<file path="config.mk">
export PLATFORM = sky130hd
export DESIGN_NAME = fetch_unit
export DESIGN_NICKNAME = d
export VERILOG_FILES = /design/src/rtl/riscv_pkg.sv /design/src/rtl/fetch_fifo.sv /design/src/rtl/fetch_unit.sv
export SDC_FILE = /design/constraint.sdc
export NUM_CORES = 1
export LEC_CHECK = 0
export CAP_MARGIN = 5
export CORE_ASPECT_RATIO = 1.75
export CORE_MARGIN = 4
export CORE_UTILIZATION = 50
export CTS_CLUSTER_DIAMETER = 40
export DETAILED_ROUTE_END_ITERATION = 8
export HOLD_SLACK_MARGIN = 0.03
export PLACE_DENSITY = 0.82
export SLEW_MARGIN = 20
export SYNTH_ARGS = -nofsm -noshare
export SYNTH_HDL_FRONTEND = slang
export SYNTH_SLANG_ARGS = --single-unit
</file>
<file path="constraint.sdc">
create_clock -name clk_i -period 2.3 [get_ports clk_i]
set_clock_uncertainty 0.15 [all_clocks]
set_input_delay 0.46 -clock clk_i [delete_from_list [all_inputs] [get_ports clk_i]]
set_output_delay 0.46 -clock clk_i [all_outputs]
set_load 0.01 [all_outputs]
</file>
<file path="src/rtl/riscv_pkg.sv">
// Shared definitions for the instruction-fetch slice: address width, reset PC and the
// {pc, instr} entry carried from fetch to decode.
package riscv_pkg;

  localparam int unsigned ADDR_W  = 13;
  localparam int unsigned INSTR_W = 32;

  localparam logic [ADDR_W-1:0] RESET_PC = 13'h0000;

  typedef struct packed {
    logic [ADDR_W-1:0]  pc;
    logic [INSTR_W-1:0] instr;
  } fetch_entry_t;

endpackage

</file>
<file path="src/rtl/fetch_fifo.sv">
// DEPTH-entry synchronous FIFO of fetch entries with flush; the head is read straight from
// the storage register so the output has no combinational path from the write data.
module fetch_fifo
  import riscv_pkg::*;
#(
  parameter int unsigned  DEPTH       = 2,
  parameter fetch_entry_t RESET_ENTRY = '0
) (
  input  logic                     clk_i,
  input  logic                     rst_ni,
  input  logic                     push_i,
  input  fetch_entry_t             data_i,
  input  logic                     pop_i,
  input  logic                     flush_i,
  output fetch_entry_t             data_o,
  output logic                     full_o,
  output logic                     empty_o,
  output logic [$clog2(DEPTH):0]   count_o
);

  localparam int unsigned PTR_W = $clog2(DEPTH);
  localparam logic [PTR_W:0] DEPTH_C = (PTR_W + 1)'(DEPTH);

  fetch_entry_t     mem_q [DEPTH];
  logic [PTR_W-1:0] wptr_q, rptr_q;
  logic [PTR_W:0]   count_q, count_d;
  logic             push_ok, pop_ok;

  assign full_o  = (count_q == DEPTH_C);
  assign empty_o = (count_q == '0);
  assign count_o = count_q;
  assign data_o  = mem_q[rptr_q];

  // A full FIFO still accepts a push when the head leaves in the same cycle.
  assign pop_ok  = pop_i & ~empty_o;
  assign push_ok = push_i & (~full_o | pop_ok);

  always_comb begin
    count_d = count_q;
    if (push_ok && !pop_ok) begin
      count_d = count_q + 1'b1;
    end else if (!push_ok && pop_ok) begin
      count_d = count_q - 1'b1;
    end
  end

  always_ff @(posedge clk_i or negedge rst_ni) begin
    if (!rst_ni) begin
      for (int i = 0; i < int'(DEPTH); i++) begin
        mem_q[i] <= RESET_ENTRY;
      end
      wptr_q  <= '0;
      rptr_q  <= '0;
      count_q <= '0;
    end else if (flush_i) begin
      wptr_q  <= '0;
      rptr_q  <= '0;
      count_q <= '0;
    end else begin
      if (push_ok) begin
        mem_q[wptr_q] <= data_i;
        wptr_q        <= wptr_q + 1'b1;
      end
      if (pop_ok) begin
        rptr_q <= rptr_q + 1'b1;
      end
      count_q <= count_d;
    end
  end

endmodule

</file>
<file path="src/rtl/fetch_unit.sv">
// Instruction-fetch stage: owns the PC, reads instruction memory, buffers {pc, instr}
// pairs for decode and handles branch/jump redirects by flushing the buffer.
module fetch_unit
  import riscv_pkg::*;
#(
  parameter int unsigned       DEPTH    = 2,
  parameter logic [ADDR_W-1:0] RESET_PC = riscv_pkg::RESET_PC
) (
  input  logic                clk_i,
  input  logic                rst_ni,
  output logic [ADDR_W-1:0]   imem_addr_o,
  input  logic [INSTR_W-1:0]  imem_data_i,
  input  logic                redirect_i,
  input  logic [ADDR_W-1:0]   redirect_pc_i,
  output logic [INSTR_W-1:0]  instr_o,
  output logic [ADDR_W-1:0]   pc_o,
  output logic                valid_o,
  input  logic                ready_i,
  output logic                misalign_o
);

  localparam int unsigned CNT_W = $clog2(DEPTH) + 1;
  localparam logic [CNT_W-1:0] DEPTH_C = CNT_W'(DEPTH);

  logic [ADDR_W-1:0] pc_q, pc_d;
  logic              misalign_q, misalign_d;
  logic              push, pop, full, empty;
  logic [CNT_W-1:0]  count;
  fetch_entry_t      wr_entry, head;

  assign imem_addr_o = pc_q;
  assign valid_o     = ~empty;
  assign pop         = valid_o & ready_i;
  // Redirect wins over fetch: the in-flight word belongs to the wrong path.
  assign push        = ~redirect_i & ((count < DEPTH_C) | pop);

  assign wr_entry = '{pc: pc_q, instr: imem_data_i};
  assign instr_o  = head.instr;
  assign pc_o     = head.pc;

  always_comb begin
    pc_d       = pc_q;
    misalign_d = 1'b0;
    if (redirect_i) begin
      pc_d       = {redirect_pc_i[ADDR_W-1:2], 2'b00};
      misalign_d = (redirect_pc_i[1:0] != 2'b00);
    end else if (push) begin
      pc_d = pc_q + ADDR_W'(4);
    end
  end

  always_ff @(posedge clk_i or negedge rst_ni) begin
    if (!rst_ni) begin
      pc_q       <= RESET_PC;
      misalign_q <= 1'b0;
    end else begin
      pc_q       <= pc_d;
      misalign_q <= misalign_d;
    end
  end

  assign misalign_o = misalign_q;

  fetch_fifo #(
    .DEPTH       (DEPTH),
    .RESET_ENTRY (fetch_entry_t'{pc: RESET_PC, instr: '0})
  ) u_fifo (
    .clk_i   (clk_i),
    .rst_ni  (rst_ni),
    .push_i  (push),
    .data_i  (wr_entry),
    .pop_i   (pop),
    .flush_i (redirect_i),
    .data_o  (head),
    .full_o  (full),
    .empty_o (empty),
    .count_o (count)
  );

  full_no_overflow : assert property (@(posedge clk_i) disable iff (!rst_ni)
    full |-> (!push || pop));

endmodule

</file>
Word-level counts from Yosys, hierarchy flattened
Index checks and enable logic that the tools add are counted.

$add $sub $neg: 5. Bitwise operators: 11. Reduce and logical (&&, ||, !) cells: 12. Equality and inequality tests: 1. Order comparisons: 4. Mux-type cells: 16.

Operators by type and width (number): 2-to-1 mux 45 bit (4); bitwise mux 90 bit (1); demux 45 bit (select 1 bit) (1); 2-to-1 mux 13 bit (2); adder 13 x 3 -> 13 bit (second input constant) (1); nonzero test 2 bit (4); 2-to-1 mux 2 bit (3); 2-to-1 mux 1 bit (5); AND 1 bit (4); >= comparator 2 bit (second input constant) (2); inverter 1 -> 2 bit (2); logical AND 1 bit (3); inverter 1 bit (3); nonzero test 3 bit (1); adder 1 bit (second input constant) (2); adder 2 x 1 -> 2 bit (second input constant) (1); == test 2 bit (second input constant) (1); logical NOT 1 bit (2); logical NOT 2 bit (1); less-than comparator 2 x 1 -> 1 bit (second input constant) (1); less-than comparator 2 bit (second input constant) (1); bitwise OR 1 bit (2); AND reduction 2 bit (1); subtractor 2 x 1 -> 2 bit (second input constant) (1).

Input port bits: 49. Flip-flop bits (word level): 108. Logic and storage cells: 58. Output and inout bits: 60.

Longest topological paths before layout
Depth in word-level cells: 11. Depth in mapped cells: 5. Mapped depth without buffers: 5.

Cells and area by module
From an unflattened synthesis, not the netlist that was laid out.

Cells, all modules: 342. Area total of the unflattened synthesis: 5087.4 um2.

By module, submodules not included: fetch_fifo (seq. area each 2352.3 um2, cells an instance 264, area an instance 4287.9 um2, instances 1); fetch_unit (seq. area each 300.3 um2, cells an instance 78, area an instance 799.5 um2, instances 1).

Worst setup path before layout
Ideal clock, no wire load.

Path type: reg2out. Start: register u_fifo.rptr_q. End: output port instr_o[23]. Cell stages (with the launch flop): 4. Data required time: 1.690 ns. Path slack: 0.381 ns. Arrival time: 1.309 ns. Cell sequence: dfrtp_1 -> clkbuf_1 -> buf_1 -> mux2_2.

Cells in the longest elaborated chain, start to end: 4.

RTL lines: start, declared (line fetch_fifo.sv:25) `logic [PTR_W-1:0] wptr_q, rptr_q;`; start signal, assigned (line fetch_fifo.sv:65) `rptr_q <= rptr_q + 1'b1;`; inverter 1 -> 2 bit (not written as such) (line fetch_fifo.sv:32) `assign data_o = mem_q[rptr_q];`; 2-to-1 mux 45 bit (not written as such) (3 in series) (line fetch_fifo.sv:32); end, declared (line fetch_unit.sv:15) `output logic [INSTR_W-1:0] instr_o,`.

No other way between the ends. The select of a mux whose other input is x is not followed.

Worst setup path in the final report
Start: register u_fifo.rptr_q. End: output port instr_o[28].

The elaborated chain is that of the path after synthesis.

==> flow_metrics.py <==
metrics = {
    "outcome": {
        "status": "finished clean",
    },
    "synth": {
        "ys_top_cells_by_count": "122 x mux2_2, 102 x dfrtp_1, 15 x nand2_1, 9 x buf_6, 9 x o21ai_0",
        "synth_cell_types": 32,
        "synth_top_area_cell": "dfrtp_1",
        "synth_most_common_cell": "mux2_2",
        "synth_xor_area_share_pct": 2.10,
        "yosys-top-cells-area": "dfrtp_1 56%, mux2_2 30%, buf_6 2.2%",
        "synth_cells": 319,
        "avgSynthCellArea_um2": 14.4,
        "yosys.area_share.simple_pct": 4.63,
        "synth_top_family_by_area": "multiplexers",
        "async_flop_share_pct": 100,
        "synth-seq-area-share_pct": 55.5,
        "synth_area_um2": 4600,
        "synth_warnings": 0,
        "synth_top_area_share_pct": 55.5,
        "synth-compound-area-share_pct": 1.85,
        "ys_ff_latch": 102,
        "synth-main-ff-cell": "dfrtp_1",
        "synthMuxAreaShare_pct": 31.8,
        "synth_edf_count": 0,
        "synth_fa_ha_area_share_pct": 0.272,
    },
    "setup_path": {
        "path_delay_family": "buffers and inverters",
        "worstReg2RegStart": "u_fifo.count_o[1]",
        "cp_max_fo": 9,
        "path_buf_inv": 3,
        "cp-end-kind": "output pin",
        "worstRegToRegCells": 4,
        "crit_slowest_cell": "dfrtp_2",
        "r2r_setup_slack_ps": 560,
        "arrival_ps": 1650,
        "crit_cells": 4,
        "reg2reg_to": "u_fifo.mem_q[30]",
        "cp_data_required_time_ps": 1690,
        "max_stage_delay_ps": 380,
        "critPathKind": "flop to output pin",
        "startpoint_type": "flop",
        "crit_chain": "buf_12 > buf_8 > mux2_2 > dlygate4sd2_1",
    },
    "power_and_ir_drop": {
        "powerDensity_nw_per_um2": 917,
        "total_power_mw": 5.63,
        "leakage_nw": 2.60,
        "peakVddDrop_uv": 521,
    },
    "floorplanning": {
        "die-area_um2": 10900,
        "die_h_um": 135,
        "coreArea_um2": 9040,
        "die_x_um": 80.5,
        "rows": 46,
        "start_util_pct": 50.9,
        "io-pin-count": 109,
    },
    "sta": {
        "drv_slew": 0,
        "max_freq_mhz": 442,
        "worst_pin_slew_ps": 530,
        "fin_crit_sh_pct": 98.3,
        "final_hold_viol_count": 0,
        "fin_crit_ps": 2260,
        "rsz0062_at_grt": "false",
        "setup_violations": 0,
        "finalSetupTns_ps": 0,
        "hold-worst-slack_ps": 339,
        "slew_headroom_pct": 64.7,
        "setup_slack_ps": 39.9,
    },
    "global_route": {
        "antenna_found_initial": 0,
        "gr-total-overflow": 0,
        "grt_start_max_net_pins": 44,
        "grt_pass1_vias": 3144,
        "track_usage_pct": 19.2,
        "grt_pass1_wl_um": 15700,
    },
    "clocking": {
        "clkLatencyLatePin_ps": 340,
        "clock-root-buffer": "clkbuf_16",
        "clk_pin_slew_ps": 70,
        "htree_num_levels": 3,
        "cts_inserted_buffers": 9,
        "cts_tree": "yes",
        "cts.sinks": 102,
        "cts_buffer_depth": 2,
    },
    "place": {
        "dp_hpwl_um": 6800,
        "io_buffer_count": 104,
        "pre_cts_ws_ps": 61.3,
        "place_congestion": 0.782,
    },
    "route": {
        "wl_per_cell_um": 17.5,
        "num_vias": 2895,
        "final_antenna_net_count": 0,
        "routed_via_density": 5.19,
        "drt_iter0_drc": 95,
        "routed_wl_um": 9780,
        "drtPass1Iterations": 4,
        "drcViolationCount": 0,
    },
    "cells_and_area": {
        "n_antenna_cell": 0,
        "utilization_pct": 67.9,
        "nFillCells": 676,
        "area_growth_pct": 33.5,
        "seq_area_um2": 2550,
        "nNetsFinal": 484,
        "multiInputGateArea_um2": 1880,
        "drive_gt1_share_pct": 38.1,
    },
    "min_path": {
        "min-delay-start": "u_fifo.mem_q[58]",
        "hold_path_end": "u_fifo.mem_q[58]",
        "holdCritPathClass": "flop to flop",
        "min_path_cells": 1,
    },
    "flow_run": {
        "cap_violations": 0,
    },
}
## placed cells by master, fill, tap and decap left out, types with 3 or more instances in the layout
master | netlist | routed
mux2_1 | 7 | 7
conb_1 | 1 | 4
nor2_1 | 5 | 5
buf_12 | 0 | 5
dfrtp_1 | 102 | 101
nand4_1 | 3 | 3
bufinv_16 | 0 | 3
buf_4 | 4 | 10
xor2_1 | 3 | 3
nand2_1 | 15 | 15
clkdlybuf4s50_1 | 0 | 60
dlygate4sd2_1 | 0 | 37
clkbuf_16 | 0 | 9
o21ai_0 | 9 | 9
xnor2_1 | 8 | 8
mux2_2 | 122 | 122
buf_2 | 3 | 5
## worst max path at each step
stage	start	end	slack, ps
floorplan	u_fifo.rptr_q	instr_o[23]	380
global route	u_fifo.rptr_q	instr_o[28]	1
detailed placement	ready_i	u_fifo.mem_q[5]	60
global placement	ready_i	u_fifo.mem_q[12]	100
finish	u_fifo.rptr_q	instr_o[28]	40
CTS	u_fifo.rptr_q	instr_o[1]	0.2
## kinds of logic after synthesis
family | count (synthesis)
AO/OA/AOI/OAI | 15
buffers and inverters | 23
other | 1
XOR/XNOR | 11
flip-flops | 102
adder cells (fa/ha/maj) | 1
AND/OR/NAND/NOR | 36
multiplexers | 130
## timing repair
action                                 in CTS  in global routing
endpoints found under the hold margin      39                  0
gates cloned                                1                  0
resized for setup                          59                  7
setup buffers                               4                  0
setup endpoints to repair                  41                  9
hold buffers                                1                  0
## routing by layer
metal  wire (µm)  global-route usage (%)
met5           0                       0
met4         182                    7.61
met3         353                    3.67
met2        5500                    34.4
met1        3750                    22.0
## layout make-up
cell class | count | area share [%]
flip-flops and latches | 102 | 41.6
multi-input cells | 197 | 30.7
clock buffers | 11 | 3.95
repair buffers | 123 | 19.7
well taps | 120 | 2.45
inverters | 1 | 0.0611
clock inverters | 4 | 1.55
## report_power, final
group | switching, mW | internal, mW
clock | 0.619 | 1.08
sequential | 0.234 | 2.21
combinational | 0.583 | 0.901
## flip-flops by register name, summed over array words and instances (netlist names)
signal and flops:
misalign_o 1, u_fifo.count_o 2, u_fifo.rptr_q 1, u_fifo.mem_q 86
imem_addr_o 11, u_fifo.wptr_q 1
## per-stage QoR
step | std cells | instance area (µm²)
after floorplan | 322 | 4610
after global placement | 537 | 5780
after detailed placement | 537 | 5780
after CTS | 558 | 6160
after global routing | 558 | 6140
final | 558 | 6140
(Power assumes the default switching activity.)
